File: config.mk
export PLATFORM = sky130hd
export DESIGN_NAME = perfect_scan_ctrl
export DESIGN_NICKNAME = d
export VERILOG_FILES = /design/src/rtl/pscan_pkg.sv /design/src/rtl/pscan_hit_counter.sv /design/src/rtl/perfect_scan_ctrl.sv
export SDC_FILE = /design/constraint.sdc
export NUM_CORES = 1
export LEC_CHECK = 0
export CORE_MARGIN = 3
export CORE_UTILIZATION = 25
export CTS_CLUSTER_DIAMETER = 50
export DETAILED_ROUTE_END_ITERATION = 10
export SETUP_SLACK_MARGIN = 0.4
export SLEW_MARGIN = 20
export SYNTH_ARGS = -nofsm -noshare
export SYNTH_HDL_FRONTEND = slang
export SYNTH_HIERARCHICAL = 1
export SYNTH_SLANG_ARGS = --single-unit
File: constraint.sdc
create_clock -name clk -period 2.85 [get_ports clk]
set_input_delay 0.7125 -clock clk [delete_from_list [all_inputs] [get_ports clk]]
set_output_delay 0.7125 -clock clk [all_outputs]
set_load 0.01 [all_outputs]
File: src/rtl/pscan_pkg.sv
// Shared definitions for the perfect-number range sweep controller.
// Latency: n/a (types and constants only).
// Backpressure: n/a.
// Contents: sweep FSM state enum, default widths and the default watchdog limit.
package pscan_pkg;

  localparam int PSCAN_W       = 16;    // candidate width, matches engine sw bus
  localparam int PSCAN_CW      = 8;     // hit counter width
  localparam int PSCAN_TIMEOUT = 4096;  // per-candidate watchdog limit (cycles)

  typedef enum logic [2:0] {
    IDLE,
    SKIPCHK,
    ISSUE,
    RELEASE,
    ADVANCE,
    FINISH
  } pscan_state_t;

endpackage

File: src/rtl/pscan_hit_counter.sv
// Saturating hit counter for the sweep controller.
// Latency: count reflects clr/inc on the following clock edge.
// Backpressure: none; sticks at all-ones instead of wrapping.
// Ports: clk, rst_n (async active-low), clr (sync clear, wins over inc),
//        inc (count one hit), count (current value).
module pscan_hit_counter
  import pscan_pkg::*;
#(
  parameter int CW = PSCAN_CW
) (
  input  logic          clk,
  input  logic          rst_n,
  input  logic          clr,
  input  logic          inc,
  output logic [CW-1:0] count
);

  always_ff @(posedge clk or negedge rst_n) begin
    if (!rst_n) begin
      count <= '0;
    end else if (clr) begin
      count <= '0;
    end else if (inc && (count != '1)) begin
      count <= count + CW'(1);
    end
  end

endmodule

File: src/rtl/perfect_scan_ctrl.sv
// Range sweep controller: issues candidates lo..hi to one perfect-number engine and counts hits.
// Latency: min 4 cycles per issued candidate plus engine run time; done pulses one cycle after FINISH.
// Backpressure: waits on the engine go/over level handshake; abort only honoured between candidates.
// Ports: clk, rst_n (async active-low); start/abort/lo/hi from host; eng_sw/eng_go to engine,
//        eng_over/eng_ans from engine; busy/done/range_err/hit/hit_val/count/aborted status.
// Optional: define PSCAN_TIMEOUT_EN to add a per-candidate watchdog of TIMEOUT cycles.
module perfect_scan_ctrl
  import pscan_pkg::*;
#(
  parameter int W       = PSCAN_W,
  parameter int CW      = PSCAN_CW,
  parameter int TIMEOUT = PSCAN_TIMEOUT
) (
  input  logic          clk,
  input  logic          rst_n,
  input  logic          start,
  input  logic          abort,
  input  logic [W-1:0]  lo,
  input  logic [W-1:0]  hi,
  output logic [W-1:0]  eng_sw,
  output logic          eng_go,
  input  logic          eng_over,
  input  logic          eng_ans,
  output logic          busy,
  output logic          done,
  output logic          range_err,
  output logic          hit,
  output logic [W-1:0]  hit_val,
  output logic [CW-1:0] count,
  output logic          aborted
);

  pscan_state_t state;
  logic [W-1:0] cur;
  logic [W-1:0] hi_q;
  logic         cnt_clr;
  logic         cnt_inc;

`ifdef PSCAN_TIMEOUT_EN
  localparam int WD_W = $clog2(TIMEOUT + 1);
  logic [WD_W-1:0] wd;
  logic            wd_expired;
  assign wd_expired = (wd == WD_W'(TIMEOUT - 1));
`else
  localparam int unused_timeout = TIMEOUT;
`endif

  // Any start seen in IDLE begins a new sweep report, including a rejected range.
  assign cnt_clr = (state == IDLE) && start;
  assign cnt_inc = (state == ISSUE) && eng_over && eng_ans;

  pscan_hit_counter #(.CW(CW)) u_hit_counter (
    .clk   (clk),
    .rst_n (rst_n),
    .clr   (cnt_clr),
    .inc   (cnt_inc),
    .count (count)
  );

  always_ff @(posedge clk or negedge rst_n) begin
    if (!rst_n) begin
      state     <= IDLE;
      cur       <= '0;
      hi_q      <= '0;
      eng_sw    <= '0;
      eng_go    <= 1'b0;
      busy      <= 1'b0;
      done      <= 1'b0;
      range_err <= 1'b0;
      hit       <= 1'b0;
      hit_val   <= '0;
      aborted   <= 1'b0;
`ifdef PSCAN_TIMEOUT_EN
      wd        <= '0;
`endif
    end else begin
      done <= 1'b0;
      hit  <= 1'b0;
      case (state)
        IDLE: begin
          if (start) begin
            aborted <= 1'b0;
            if (lo > hi) begin
              // Rejected range still reports completion through FINISH.
              range_err <= 1'b1;
              state     <= FINISH;
            end else begin
              range_err <= 1'b0;
              hi_q      <= hi;
              cur       <= lo;
              busy      <= 1'b1;
              state     <= SKIPCHK;
            end
          end
        end

        SKIPCHK: begin
          // 0 and 1 are not perfect and the engine is never asked about them.
          if (cur < W'(2)) begin
            state <= ADVANCE;
          end else begin
            // eng_sw only changes here, so it is frozen for the whole go phase.
            eng_sw <= cur;
            eng_go <= 1'b1;
            state  <= ISSUE;
`ifdef PSCAN_TIMEOUT_EN
            wd     <= '0;
`endif
          end
        end

        ISSUE: begin
          if (eng_over) begin
            eng_go <= 1'b0;
            if (eng_ans) begin
              hit     <= 1'b1;
              hit_val <= cur;
            end
            state <= RELEASE;
`ifdef PSCAN_TIMEOUT_EN
            wd    <= '0;
          end else if (wd_expired) begin
            aborted <= 1'b1;
            eng_go  <= 1'b0;
            state   <= FINISH;
          end else begin
            wd <= wd + WD_W'(1);
`endif
          end
        end

        RELEASE: begin
          // Engine only returns to idle after seeing go low.
          if (!eng_over) begin
            state <= ADVANCE;
`ifdef PSCAN_TIMEOUT_EN
          end else if (wd_expired) begin
            aborted <= 1'b1;
            state   <= FINISH;
          end else begin
            wd <= wd + WD_W'(1);
`endif
          end
        end

        ADVANCE: begin
          // Compare before increment so hi = all-ones ends without wrapping.
          if (abort) begin
            aborted <= 1'b1;
            state   <= FINISH;
          end else if (cur == hi_q) begin
            state <= FINISH;
          end else begin
            cur   <= cur + W'(1);
            state <= SKIPCHK;
          end
        end

        FINISH: begin
          busy  <= 1'b0;
          done  <= 1'b1;
          state <= IDLE;
        end

        default: begin
          eng_go <= 1'b0;
          busy   <= 1'b0;
          state  <= IDLE;
        end
      endcase
    end
  end

endmodule

**Yosys cells after proc, flatten, opt, wreduce, memory -nomap -nowiden**

Cells that the tools add are included.
Widths: inputs -> output; s select.

- Register bits after elaboration: 81
- Bits of input ports: 38
- Output and inout bits: 46
- Word-level logic and storage cells: 82

- $add $sub $neg: 2
- $lt $le $gt $ge: 2
- Equality and inequality tests: 15
- Multiplexer cells: 29
- Bitwise operators: 4
- Reduce and logical (&&, ||, !) cells: 18

Operators by type and width:

| operator | number |
|---|---|
| $mux 16 | 4 |
| $pmux 16 s2 | 1 |
| $mux 3 | 7 |
| $reduce_and 3->1 | 6 |
| $add 16x1->16 const B | 1 |
| $eq 16x16->1 | 1 |
| $gt 16x16->1 | 1 |
| $lt 16x2->1 const B | 1 |
| $mux 8 | 2 |
| $ne 2x2->1 const B | 8 |
| $pmux 3 s5 | 1 |
| $mux 1 | 11 |
| $add 8x1->8 const B | 1 |
| $ne 8x8->1 const B | 1 |
| $reduce_or 4->1 | 2 |
| $eq 3x2->1 const B | 2 |
| $eq 3x3->1 const B | 2 |
| $reduce_and 5->1 | 1 |
| $logic_and 1x1->1 | 4 |
| $not 1->1 | 4 |
| $pmux 1 s2 | 2 |
| $reduce_and 2->1 | 2 |
| $reduce_bool 2->1 | 2 |
| $eq 3x1->1 const B | 1 |
| other kinds (2) | 2 |

**Depth between registers and ports, before layout**

- Depth after elaboration: 6
- Gate-level depth with buffers: 10
- Gate-level depth less buffers: 9

**Hierarchy**

The synthesis kept the hierarchy.

By module, submodules not included:

| module | instances | cells an instance | area an instance (um^2) | sequential area each (um^2) |
|---|---|---|---|---|
| perfect_scan_ctrl | 1 | 362 | 3933.8 | 1826.8 |
| pscan_hit_counter | 1 | 49 | 464.2 | 200.2 |

**Least setup slack after synthesis**

No wires, ideal clock.

- Kind: input port to flip-flop
- Start: input hi[11]
- End: register cur[13]
- Setup time: 125 ps
- Arrival: 2601 ps
- Required time: 2725 ps
- Slack: 124 ps
- Cell stages on the path: 10
- Buffers on the path: 1
- Cell sequence: inv_1 > ha_1 > a21oi_1 > o21a_1 > o221ai_1 > a221o_2 > a31oi_4 > and2_4 > buf_8 > mux2_4

- Cells in the longest elaborated chain, start to end: 3

Ends and longest elaborated chain:

| what | RTL line | source |
|---|---|---|
| from (decl) | perfect_scan_ctrl.sv:19 | `input logic [W-1:0] hi,` |
| $gt 16x16->1 | perfect_scan_ctrl.sv:83 | `if (lo > hi) begin` |
| $ne 2x2->1 (no source line) | -- |  |
| $reduce_and 5->1 (no source line) | -- |  |
| to (signal assigned) | perfect_scan_ctrl.sv:90 | `cur <= lo;` |
| to (signal assigned) | perfect_scan_ctrl.sv:154 | `cur <= cur + W'(1);` |
| to (decl) | perfect_scan_ctrl.sv:34 | `logic [W-1:0] cur;` |

Every way passes these cells.
A chain may end at the register's enable or synchronous reset.

**Worst setup path in the final report**

- Start: input lo[10]
- End: register cur[3]

- Cells in the longest elaborated chain, start to end: 3

Ends and longest elaborated chain:

| what | RTL line | source |
|---|---|---|
| from (decl) | perfect_scan_ctrl.sv:18 | `input logic [W-1:0] lo,` |
| $gt 16x16->1 | perfect_scan_ctrl.sv:83 |  |
| $ne 2x2->1 (no source line) | -- |  |
| $reduce_and 5->1 (no source line) | -- |  |

Every way passes these cells.

==> flow_metrics.env <==
export IMPL_cp_end_kind="flop"
export IMPL_grt_use_total_pct=13.3
export IMPL_post_route_period_util_pct=85.0
export IMPL_pwr_share_comb_pct=42.6
export IMPL_path_buf_inv=1
export IMPL_core_um2=16900
export IMPL_r2r_start="cur[4]"
export IMPL_ios=84
export IMPL_stdcell_count=744
export IMPL_rows=47
export IMPL_portBuffers=83
export IMPL_startpoint="lo[10]"
export IMPL_routedWlPerCell_um=17.2
export IMPL_cap_violations=0
export IMPL_status="finished, final reports clean"
export IMPL_vias=3556
export IMPL_synth_distinct_cells=56
export IMPL_drt_pass1_iterations=4
export IMPL_pre_cts_ws_ns=-0.356
export IMPL_ff2ff_path_depth=6
export IMPL_critPathTopFamily="compound AO/OA/AOI/OAI gates"
export IMPL_ir_drop_uv=528
export IMPL_final_util_pct=36.6
export IMPL_clkLatencyLatePin_ns=0.35
export IMPL_critPathLaunchType="input pin"
export IMPL_grt_pass1_wl_um=20400
export IMPL_synth_top_cell_area_share_pct=46.1
export IMPL_critical_path_arrival_ns=2.64
export IMPL_hold_viol=0
export IMPL_synth_edf_count=0
export IMPL_dpl_hpwl_um=9520
export IMPL_power_switching_uw=2250
export IMPL_start_util_pct=26.1
export IMPL_worstMarginPinSlew_ns=0.490
export IMPL_drc_errors=0
export IMPL_relSlewSlack_pct=67.3
export IMPL_grt_overflow=0
export IMPL_grt_max_degree=48
export IMPL_crit_fanout=6
export IMPL_synth_fp_nets=467
export IMPL_synthTopCellsByArea="dfrtp_1 (46%), mux2_2 (13%), ha_1 (5.1%), xor2_1 (3.4%), a21oi_1 (3.2%)"
export IMPL_slowest_stage="a221o_2"
export IMPL_rsz0062_at_grt="yes"
export IMPL_cts_buffer_depth=2
export IMPL_p_int_uw=3740
export IMPL_yosysTopAreaCell="dfrtp_1"
export IMPL_synth_warnings=6
export IMPL_synth_xor_area_share_pct=3.98
export IMPL_power_leakage_uw=0.00254
export IMPL_cts_sinks=81
export IMPL_die_x_um=139
export IMPL_cts_tree="built"
export IMPL_worst_hold_slack_ns=0.329
export IMPL_hold_path_class="input pin to asynchronous set/reset pin"
export IMPL_setup_viol=0
export IMPL_final_max_slew_violation_count=0
export IMPL_layout_min_cycle_time_ns=2.42
export IMPL_yosys_area_share_simple_pct=12.6
export IMPL_numCtsBuffers=9
export IMPL_fin_nets=575
export IMPL_yosys_area_share_adder_pct=5.12
export IMPL_ys_seq_elements=81
export IMPL_path_cells="dlygate4sd2_1 -> ha_4 -> a21oi_2 -> o21a_1 -> o221ai_2 -> a221o_2 -> a31oi_4 -> and2_4 -> mux2_4"
export IMPL_synth_compound_area_share_pct=12.1
export IMPL_setup_ws_ns=0.427
export IMPL_areaGrowthSynthToFinish_pct=40.3
export IMPL_postRouteAntennaNets=0
export IMPL_worstReg2RegEnd="cur[3]"
export IMPL_avgSynthCellArea_um2=10.7
export IMPL_design_die_area_um2=19200
export IMPL_yosysMostFrequentCell="dfrtp_1"
export IMPL_synth_mux_area_share_pct=14.3
export IMPL_yosysSeqAreaShare_pct=46.1
export IMPL_reg2reg_slack_ns=0.54
export IMPL_syn_area_um2=4400
export IMPL_power_density_nw_per_um2=969
export IMPL_placed_cells=726
export IMPL_syn_inst=411
export IMPL_clk_pin_slew_ns=0.06
export IMPL_cp_required_ns=3.07
export IMPL_clock_root_buffer="clkbuf_16"
export IMPL_grt_pass1_vias=3773
export IMPL_worst_path_largest_cell_delay_ns=0.36
export IMPL_pwr_share_clk_pct=18.5
export IMPL_critPathKind="input pin to flop"
export IMPL_drt_wl_total_um=12800
export IMPL_avgViaCountPerCell=4.78
export IMPL_die_height_um=139
export IMPL_async_flop_share_pct=100
export IMPL_first_iter_violations=234
export IMPL_yosys_top_cells_count="dfrtp_1 (81), mux2_2 (51), nand2_1 (31), a21oi_1 (28), inv_1 (28)"
export IMPL_antenna_found_initial=0
export IMPL_cts_hold_buf=0
export IMPL_htreeDepth=3
export IMPL_fin_skew_ns=0.0165
export IMPL_synthFlopType="dfrtp_1"
export IMPL_place_gp_congestion=0.814
export IMPL_synth_top_family_by_area="multiplexers"
export IMPL_drive_gt1_share_pct=32.3
export IMPL_fillers=1661
export IMPL_switching_share_pct=37.5
export IMPL_seqPwrFrac_pct=38.8
export IMPL_max_freq_mhz=413
export IMPL_n_antenna_cell=0
## what timing repair did
action	CTS	global route
gates resized for setup	65	23
setup buffers	2	0
pin swaps	16	15
hold endpoints to repair	0	0
endpoints found under the setup margin	34	24
cloned	0	0
## sequential cells by signal, indices dropped and copies added (netlist names), 3 cells and up
signal,count
hit_val,16
state,3
eng_sw,16
cur,16
hi_q,16
u_hit_counter/count,8
## area by class of cell
class | count | area [um^2] | area share (%)
flip-flops and latches | 81 | 2030 | 32.9
clock buffers | 10 | 229 | 3.71
multi-input cells | 277 | 2370 | 38.5
repair buffers | 122 | 1100 | 17.8
clock inverters | 6 | 50.0 | 0.811
inverters | 28 | 118 | 1.91
well taps | 220 | 275 | 4.46
## routing by layer
metal | GRT usage, % | wire, um | vias to the layer above | part of all wire [%]
met4 | 5.30 | 369 | 0 | 2.9
met3 | 3.10 | 548 | 21 | 4.3
met1 | 16.3 | 5580 | 1757 | 44
met2 | 22.8 | 6320 | 102 | 49
met5 | 0 | 0 | - | 0
li1 | - | - | 1676 | -
## placed cells by master, fill, tap and decap left out, types with 4 or more instances in the layout
cell type         n
mux2_2           43
mux2_4           11
clkdlybuf4s50_1  50
nor3_1            5
ha_1              4
dlygate4sd2_1    20
o21ai_0          21
clkdlybuf4s15_1   5
nor4_1            8
nand4_1           7
a31oi_1           6
clkbuf_2          5
a21oi_1          20
a21oi_2           7
buf_4            37
inv_2            10
nor2b_1           4
clkbuf_16         9
xor2_1           17
nor2_1           12
dfrtp_1          81
o22ai_1           9
nand3_1           8
nand2_1          29
and3_1            4
inv_1            17
nand2b_1          4
ha_4             11
## worst max-delay path by stage
stage	depth (start not counted)	endpoint	slack [ns]
after floorplan	10	cur[13]	0.20
after global placement	11	cur[3]	-0.35
after detailed placement	11	cur[3]	-0.36
after CTS	10	cur[3]	0.40
after global routing	9	cur[5]	0.40
final	9	cur[3]	0.43
## power groups by stage
stage	registers [uW]	logic, uW	clock network (uW)
global placement	2300	2460	0
floorplan	2100	1640	0
global route	2420	2780	1200
CTS	2330	2560	1140
detailed placement	2340	2520	0
finish	2320	2550	1110
## through the flow
step	TNS (ns)	power [uW]	cell area, um^2
finish	0	5980	6170
global route	0	6400	6170
CTS	0	6030	6150
detailed placement	-8.74	4860	5750
global placement	-8.47	4770	5750
floorplan	0	3730	4490
## cell families (layout without fill, tap and decap cells)
| kind of cell | after synthesis | count (layout) |
|---|---|---|
| and+or+nand+nor | 101 | 101 |
| AOI/OAI and AO/OA | 83 | 83 |
| DFF | 81 | 81 |
| muxes | 55 | 55 |
| buffers and inverters | 53 | 166 |
| xor gates and xnor gates | 20 | 20 |
| adders and majority gates | 18 | 18 |
(Power assumes the default switching activity.)
